`src/rtl/bcd_pkg.sv`:
```
// -----------------------------------------------------------------------------
// bcd_pkg
// Shared definitions for the parameterised binary-to-BCD converter:
//   - state_t        : converter FSM states (IDLE, CONVERT)
//   - DIGIT_W        : bits per BCD digit
//   - ADD3_THRESHOLD : digit value from which the +3 correction applies
//   - ADD3_VALUE     : correction added to a digit at or above the threshold
//   - min_digits()   : smallest digit count able to hold 2^bin_w - 1
// -----------------------------------------------------------------------------
package bcd_pkg;

   typedef enum logic {
      IDLE    = 1'b0,
      CONVERT = 1'b1
   } state_t;

   localparam int unsigned DIGIT_W        = 4;
   localparam int unsigned ADD3_THRESHOLD = 5;
   localparam int unsigned ADD3_VALUE     = 3;

   // Smallest d with 10^d > 2^bin_w - 1, i.e. ceil(bin_w * log10(2)).
   // 2^bin_w is never a power of ten for bin_w >= 1, so the ceiling equals
   // floor(bin_w * log10(2)) + 1. log10(2) is taken as 0.30103, which is
   // exact enough for any width this block will realistically see.
   function automatic int unsigned min_digits(input int unsigned bin_w);
      longint unsigned scaled;
      scaled = longint'(bin_w) * 64'd30103;
      return 32'(scaled / 64'd100000) + 32'd1;
   endfunction

endpackage : bcd_pkg

```
`src/rtl/bcd_digit_adjust.sv`:
```
// -----------------------------------------------------------------------------
// bcd_digit_adjust
// One double-dabble correction cell: a BCD digit of 5 or more gets +3 so that
// the following left shift carries correctly into the next decimal digit.
// Ports:
//   digit_in  : BCD digit before correction
//   digit_out : corrected digit (digit_in + 3 if digit_in >= 5, else digit_in)
// -----------------------------------------------------------------------------
module bcd_digit_adjust
   import bcd_pkg::*;
(
   input  logic [DIGIT_W-1:0] digit_in,
   output logic [DIGIT_W-1:0] digit_out
);

   always_comb begin
      digit_out = digit_in;
      if (digit_in >= DIGIT_W'(ADD3_THRESHOLD)) begin
         digit_out = digit_in + DIGIT_W'(ADD3_VALUE);
      end
   end

endmodule : bcd_digit_adjust

```
`src/rtl/binary_to_bcd_converter_param.sv`:
```
// -----------------------------------------------------------------------------
// binary_to_bcd_converter_param
// Sequential shift-and-add-3 (double dabble) binary-to-BCD converter. One input
// bit is consumed per clock; a conversion takes BIN_W cycles in CONVERT.
//
// Parameters:
//   BIN_W  : binary input width (>= 2)
//   DIGITS : number of BCD digits (10^DIGITS must exceed 2^BIN_W - 1)
//
// Ports:
//   clk               : clock, all state changes on the rising edge
//   reset             : asynchronous, active-high reset
//   start_conversion  : request, sampled only in IDLE
//   binary_data       : operand, captured on the edge that accepts start
//   busy              : high while converting
//   end_of_conversion : one-cycle pulse when bcd_data is updated
//   bcd_data          : result, digit 0 in [3:0], held until next completion
//   bcd_sign          : sign of the last result
//
// Build option:
//   BCD_SIGNED_EN : when defined, binary_data is two's complement; the
//                   magnitude is converted and bcd_sign reports the operand
//                   MSB. When undefined, bcd_sign is tied to 0.
// -----------------------------------------------------------------------------
module binary_to_bcd_converter_param
   import bcd_pkg::*;
#(
   parameter int unsigned BIN_W  = 8,
   parameter int unsigned DIGITS = 3
)
(
   input  logic                  clk,
   input  logic                  reset,
   input  logic                  start_conversion,
   input  logic [BIN_W-1:0]      binary_data,
   output logic                  busy,
   output logic                  end_of_conversion,
   output logic [4*DIGITS-1:0]   bcd_data,
   output logic                  bcd_sign
);

   localparam int unsigned BCD_W   = DIGIT_W * DIGITS;
   localparam int unsigned SR_W    = BIN_W + BCD_W;
   localparam int unsigned COUNT_W = $clog2(BIN_W);

   // Elaboration-time configuration checks.
   if (BIN_W < 2) begin : g_bad_bin_w
      $error("binary_to_bcd_converter_param: BIN_W must be at least 2");
   end
   if (DIGITS < min_digits(BIN_W)) begin : g_bad_digits
      $error("binary_to_bcd_converter_param: DIGITS too small for BIN_W");
   end

   state_t               state;
   state_t               next_state;
   logic                 accept;
   logic                 last_step;

   logic [SR_W-1:0]      shift_reg;
   logic [BCD_W-1:0]     adj_digits;
   logic [SR_W-1:0]      adjusted;
   logic [SR_W-1:0]      shifted;
   logic [COUNT_W-1:0]   count;
   logic [BIN_W-1:0]     magnitude;

   // ---------------------------------------------------------------------------
   // Operand conditioning
   // ---------------------------------------------------------------------------
`ifdef BCD_SIGNED_EN
   logic op_sign;
   logic sign_cap;

   assign op_sign = binary_data[BIN_W-1];
   // Negation on BIN_W bits: the most negative value maps to 2^(BIN_W-1).
   assign magnitude = op_sign ? (~binary_data + BIN_W'(1)) : binary_data;
`else
   assign magnitude = binary_data;
`endif

   // ---------------------------------------------------------------------------
   // Digit corrections, all evaluated in parallel from the registered value
   // ---------------------------------------------------------------------------
   for (genvar d = 0; d < DIGITS; d++) begin : g_digit
      bcd_digit_adjust u_adjust (
         .digit_in  (shift_reg[BIN_W + d*DIGIT_W +: DIGIT_W]),
         .digit_out (adj_digits[d*DIGIT_W +: DIGIT_W])
      );
   end

   always_comb begin
      adjusted = {adj_digits, shift_reg[BIN_W-1:0]};
      shifted  = adjusted << 1;
   end

   // ---------------------------------------------------------------------------
   // FSM
   // ---------------------------------------------------------------------------
   always_ff @(posedge clk or posedge reset) begin
      if (reset) begin
         state <= IDLE;
      end else begin
         state <= next_state;
      end
   end

   always_comb begin
      next_state = state;
      accept     = 1'b0;
      last_step  = 1'b0;
      busy       = 1'b0;
      case (state)
         IDLE: begin
            if (start_conversion) begin
               accept     = 1'b1;
               next_state = CONVERT;
            end
         end
         CONVERT: begin
            busy = 1'b1;
            if (count == COUNT_W'(BIN_W - 1)) begin
               last_step  = 1'b1;
               next_state = IDLE;
            end
         end
         default: begin
            next_state = IDLE;
         end
      endcase
   end

   // ---------------------------------------------------------------------------
   // Datapath
   // ---------------------------------------------------------------------------
   always_ff @(posedge clk or posedge reset) begin
      if (reset) begin
         shift_reg         <= '0;
         count             <= '0;
         bcd_data          <= '0;
         end_of_conversion <= 1'b0;
      end else begin
         end_of_conversion <= 1'b0;
         if (accept) begin
            shift_reg <= {{BCD_W{1'b0}}, magnitude};
            count     <= '0;
         end else if (busy) begin
            shift_reg <= shifted;
            count     <= count + COUNT_W'(1);
            if (last_step) begin
               bcd_data          <= shifted[SR_W-1 -: BCD_W];
               end_of_conversion <= 1'b1;
            end
         end
      end
   end

`ifdef BCD_SIGNED_EN
   // Sign is captured with the operand and only published with the result.
   always_ff @(posedge clk or posedge reset) begin
      if (reset) begin
         sign_cap <= 1'b0;
         bcd_sign <= 1'b0;
      end else begin
         if (accept) begin
            sign_cap <= op_sign;
         end
         if (last_step) begin
            bcd_sign <= sign_cap;
         end
      end
   end
`else
   assign bcd_sign = 1'b0;
`endif

endmodule : binary_to_bcd_converter_param

```
`config.mk`:
```
export PLATFORM = sky130hd
export DESIGN_NAME = binary_to_bcd_converter_param
export DESIGN_NICKNAME = d
export VERILOG_FILES = /design/src/rtl/bcd_pkg.sv /design/src/rtl/bcd_digit_adjust.sv /design/src/rtl/binary_to_bcd_converter_param.sv
export SDC_FILE = /design/constraint.sdc
export NUM_CORES = 1
export LEC_CHECK = 0
export ABC_AREA = 1
export CAP_MARGIN = 15
export CELL_PAD_IN_SITES_DETAIL_PLACEMENT = 2
export CELL_PAD_IN_SITES_GLOBAL_PLACEMENT = 2
export CORE_ASPECT_RATIO = 1.25
export CORE_UTILIZATION = 35
export CTS_BUF_LIST = sky130_fd_sc_hd__clkbuf_16
export DETAILED_ROUTE_END_ITERATION = 12
export GPL_TIMING_DRIVEN = 0
export MAX_ROUTING_LAYER = met4
export PLACE_DENSITY_LB_ADDON = 0.1
export SLEW_MARGIN = 40
export SYNTH_ARGS = -nofsm -noshare
export SYNTH_HDL_FRONTEND = slang
export SYNTH_SLANG_ARGS = --single-unit
export TNS_END_PERCENT = 20
```
`constraint.sdc`:
```
create_clock -name clk -period 3.5 [get_ports clk]
set_clock_uncertainty 0.2 [all_clocks]
set_input_delay 0.7 -clock clk [delete_from_list [all_inputs] [get_ports clk]]
set_output_delay 0.7 -clock clk [all_outputs]
set_load 0.02 [all_outputs]
```
### After elaboration in Yosys (flattened, before gate mapping)

Cells that the tools add are included.

* bits in registers: 37
* input port bits: 11
* word-level logic and storage cells: 34

* $add $sub $neg: 4
* order comparisons: 3
* equal/unequal tests: 1
* mux-type cells: 17
* bitwise operators: 2
* reductions and logical operators: 2

Operator list (number)
* 20-bit 2-to-1 mux: 2
* 4-bit by 3-bit >= comparator with 1-bit output, second input constant: 3
* 1-bit 2-to-1 mux: 9
* 3-bit 2-to-1 mux: 3
* 4-bit by 2-bit adder with 4-bit output, second input constant: 2
* 4-bit 2-to-1 mux: 2
* 3-bit by 1-bit adder with 3-bit output, second input constant: 1
* 3-bit by 2-bit adder with 3-bit output, second input constant: 1
* 3-bit == test, second input constant: 1
* 3-bit AND reduction: 1
* 1-bit NOT: 2
* 1-bit case mux with 2 select lines: 1
* 2-bit nonzero test: 1

### Depth between registers and ports, before layout

* depth in word-level cells: 6
* mapped depth: 9

### Modules after synthesis

From an unflattened synthesis, not the netlist that was laid out.

* cells, all modules: 224
* area, all modules: 2020.7 um^2

Modules (own cells, without submodules)
* binary_to_bcd_converter_param: times used 1, cells an instance 155, area each 1615.3 um^2
* bcd_digit_adjust: times used 3, cells an instance 23, area each 135.1 um^2

### Worst setup path before layout

OpenSTA, ideal clock, no wires.

* kind: in2reg
* start: in start_conversion
* end: reg shift_reg[6]
* library setup time: 68 ps
* data arrival time: 1222 ps
* data required time: 3232 ps
* path slack: 2009 ps
* stages on the path: 6
* path through: inv_1 nand2_8 inv_4 buf_6 nand2_1 nand3_1

* cells in the longest elaborated chain, start to end: 3
* elaborated cells on any way between the ends: 4
* classes of those cells: mux: 3; reduce/logical: 1

Ends and longest elaborated chain
* start: declaration: RTL line binary_to_bcd_converter_param.sv:34 `input logic start_conversion,`
* 1-bit 2-to-1 mux *: RTL line binary_to_bcd_converter_param.sv:113 `if (start_conversion) begin`
* 1-bit 2-to-1 mux *: RTL line binary_to_bcd_converter_param.sv:111 `case (state)`
* 20-bit 2-to-1 mux or 2-bit nonzero test (tied branches)
* end signal: assignment: RTL line binary_to_bcd_converter_param.sv:143 `shift_reg <= {{BCD_W{1'b0}}, magnitude};`
* end signal: assignment: RTL line binary_to_bcd_converter_param.sv:146 `shift_reg <= shifted;`
* end: declaration: RTL line binary_to_bcd_converter_param.sv:59 `logic [SR_W-1:0] shift_reg;`

Mark *: on every way between the ends. The rest lies on a longest branch, timed or not.
A chain may end at the register's enable or synchronous reset.

### Final worst setup path

* start: reg bcd_data[0]
* end: out bcd_data[0]

RTL lines
* start: declaration: RTL line binary_to_bcd_converter_param.sv:38 `output logic [4*DIGITS-1:0] bcd_data,`
* start signal: assignment: RTL line binary_to_bcd_converter_param.sv:149 `bcd_data <= shifted[SR_W-1 -: BCD_W];`

No word-level cell between the ends.

==> results.md <==
- Synth Area in XOR/XNOR: 0%
- Max-slew violations: 0
- Final Cycle Share: 62.0%
- WL final: 5120 µm
- Critical path's top delay family: buffers and inverters
- Status: finished, final reports clean
- Final Net Count: 251
- F_max: 0.461 GHz
- Syn_nets: 220
- Chip width: 65.5 µm
- Crit path buf inv count: 1
- Worst-case clock buffer depth: 2
- Die Span Y: 81.4 µm
- Initial Util: 36.7%
- Dominant synthesized flop cell: dfrtp_1
- PostCTS Resize Cnt: 0
- Worst vdd ir: 0.000380 V
- Asr flop ratio synth: 100%
- Overflow left after global routing: 0
- Post-synth EDFFs: 0
- Antenna Cells: 0
- Cell row count: 28
- Vias per cell: 5.15
- Clock Root Buffer: clkbuf_16
- Total clock sinks: 37
- Clk_lat worst skew: 0.28 ns
- DRC: 0
- CTS tree: done
- Vias in the first global route: 1728
- Leakage power: 0.00107 µW
- Startpoint Class: register
- Worst path arrival time: 1.27 ns
- Unique masters post-synth: 24
- PwrDens: 1030 nW/µm²
- Pre-CTS setup slack: 1.42 ns
- Finished Core Util: 46.1%
- Largest family of logic cells by synthesized area: simple AND/OR/NAND/NOR gates
- Max incr delay on CP: 0.62 ns
- Max Cap Violations: 0
- Total I/O pin count: 26
- Slew @ Worst Pin: 0.662 ns
- Critical Path RT: 2.60 ns
- Final setup fails: 0
- Critical Path, Cell by Cell: clkdlybuf4s50_1
- Final Power: 2290 µW
- Port Buf Inserts: 24
- CP Capture Type: output port
- GR Util All Layers: 22.6%
- Core area: 4800 µm²
- # placed instances: 285
- CTS Hold Bufs: 0
- Hold Fails Final Rpt: 0
- RSZ-0062 raised after global routing: false
- Drt first-iter violations: 36
- Max FFs per register: 20
- Yosys reg bits: 37
- Slowest-stage cell, CP: clkdlybuf4s50_1
- Synth Area in Simple Gates: 24.7%
- CP Max Fanout: 2
- CTS buffer count: 5
- Total number of vias: 1503
- Clk slew on worst S/H paths: 0.05 ns
- Initial antenna violation count: 0
- Syn. warnings: 0
- Filler cell count in the final layout: 532
- Adder-Cell Fraction of Synth Area: 5.68%
- Area Overhead vs Synth: 25.5%
- Synth Area in Compound Gates: 9.01%
- H-tree level count: 2
- DRT Pass-1 Iters: 4
- Die area: 5330 µm²
- Largest net degree at the start of global routing: 38
- Post-DP HPWL: 3720 µm
- Setup CP Type: reg2out
- Worst min-delay path class: reg2reg
- Sequential share of the synthesized area: 52.5%
- Mux contribution to synthesized area: 0%
- DRT antenna net count: 0
- Setup bufs post-CTS: 0
- Average wire per standard cell: 17.5 µm
- Post-Syn Area: 1760 µm²
- First-pass GRT wire length: 8460 µm
- Share of layout cells above drive strength 1: 7.33%
- Non-filler cells in the finished layout: 292
- Avg Cell Area, Syn: 8.77 µm²
- GP Congestion: 0.745
- Min Tclk post-route: 2.17 ns
- Max-Slew Margin vs Limit: 55.8%
- Mapped Cells: 201
- Final WS setup: 1.33 ns
- Setup tns final: 0 ns
final timing paths:
path	startpoint	end	slack (ns)	cells after the start
max reg2reg	shift_reg[12]$_DFFE_PP0P_	bcd_data[8]$_DFFE_PP0P_	1.77	7
max	bcd_data[0]$_DFFE_PP0P_	bcd_data[0]	1.33	1
min	bcd_data[4]$_DFFE_PP0P_	bcd_data[4]$_DFFE_PP0P_	0.28	2
min in group asynchronous	reset	shift_reg[9]$_DFFE_PP0P_	0.63	2
max in group asynchronous	reset	bcd_data[6]$_DFFE_PP0P_	2.06	2
min reg2reg	bcd_data[4]$_DFFE_PP0P_	bcd_data[4]$_DFFE_PP0P_	0.28	2
cells in the final DEF (no fill, tap or decap), drive strengths merged:
master         instances
nand2                 72
dfrtp                 37
clkdlybuf4s50         24
inv                   23
nand3                 20
o21ai                 14
ha                     8
clkbuf                 5
nor2                   5
buf                    5
nand4                  4
o211ai                 4
o22ai                  3
a22o                   2
o221ai                 2
clkinv                 2
a21oi                  1
conb                   1
routing by layer:
| metal | GRT usage, % | wire length [µm] |
|---|---|---|
| met1 | 23.4 | 2070 |
| met2 | 43.2 | 2870 |
| met3 | 4.35 | 118 |
| met4 | 5.43 | 51 |
| met5 | - | 0 |
through the flow:
stage / area, µm² / hold WS [ns]
6_report: 2210 / 0.285
5_1_grt: 2210 / 0.293
4_1_cts: 2210 / 0.288
3_5_place_dp: 2080 / 0.272
3_3_place_gp: 2080 / 0.261
2_1_floorplan: 1760 / 0.249
cell usage after synthesis (2+ instances only):
cell type	number	area [µm²]
nor2_1	4	15.0
inv_1	20	75.1
o22ai_1	3	18.8
o221ai_1	2	17.5
nand4_1	4	25.0
ha_1	8	100
o211ai_1	4	30.0
o21ai_0	13	65.1
nand3_1	20	100
buf_4	2	15.0
buf_6	2	22.5
nand2_1	70	263
a22o_1	2	17.5
dfrtp_1	37	926
kinds of logic (layout without fill, tap and decap cells):
logic type	count (synthesis)	after routing
AO/OA/AOI/OAI	26	26
adder cells (fa/ha/maj)	8	8
buffers and inverters	28	59
flip-flops	37	37
other	1	1
AND/OR/NAND/NOR	101	101
layout make-up:
class	count	area (µm²)	area share, %
clock inverter	2	7.51	0.339
multi-input combinational	136	698	31.6
clock buffer	5	125	5.66
tap	60	75.1	3.39
sequential	37	926	41.9
inverter	23	97.6	4.41
buffer	5	42.5	1.92
timing repair buffer	24	240	10.9
where the power goes:
group	switching [µW]	total [µW]	leakage, µW	internal [µW]
sequential	140	770	0.000462	630
combinational	684	1100	0.000543	419
clock	162	417	0.0000685	254
total	985	2290	0.00107	1300
Note: power is estimated with default switching activity, not from simulation.
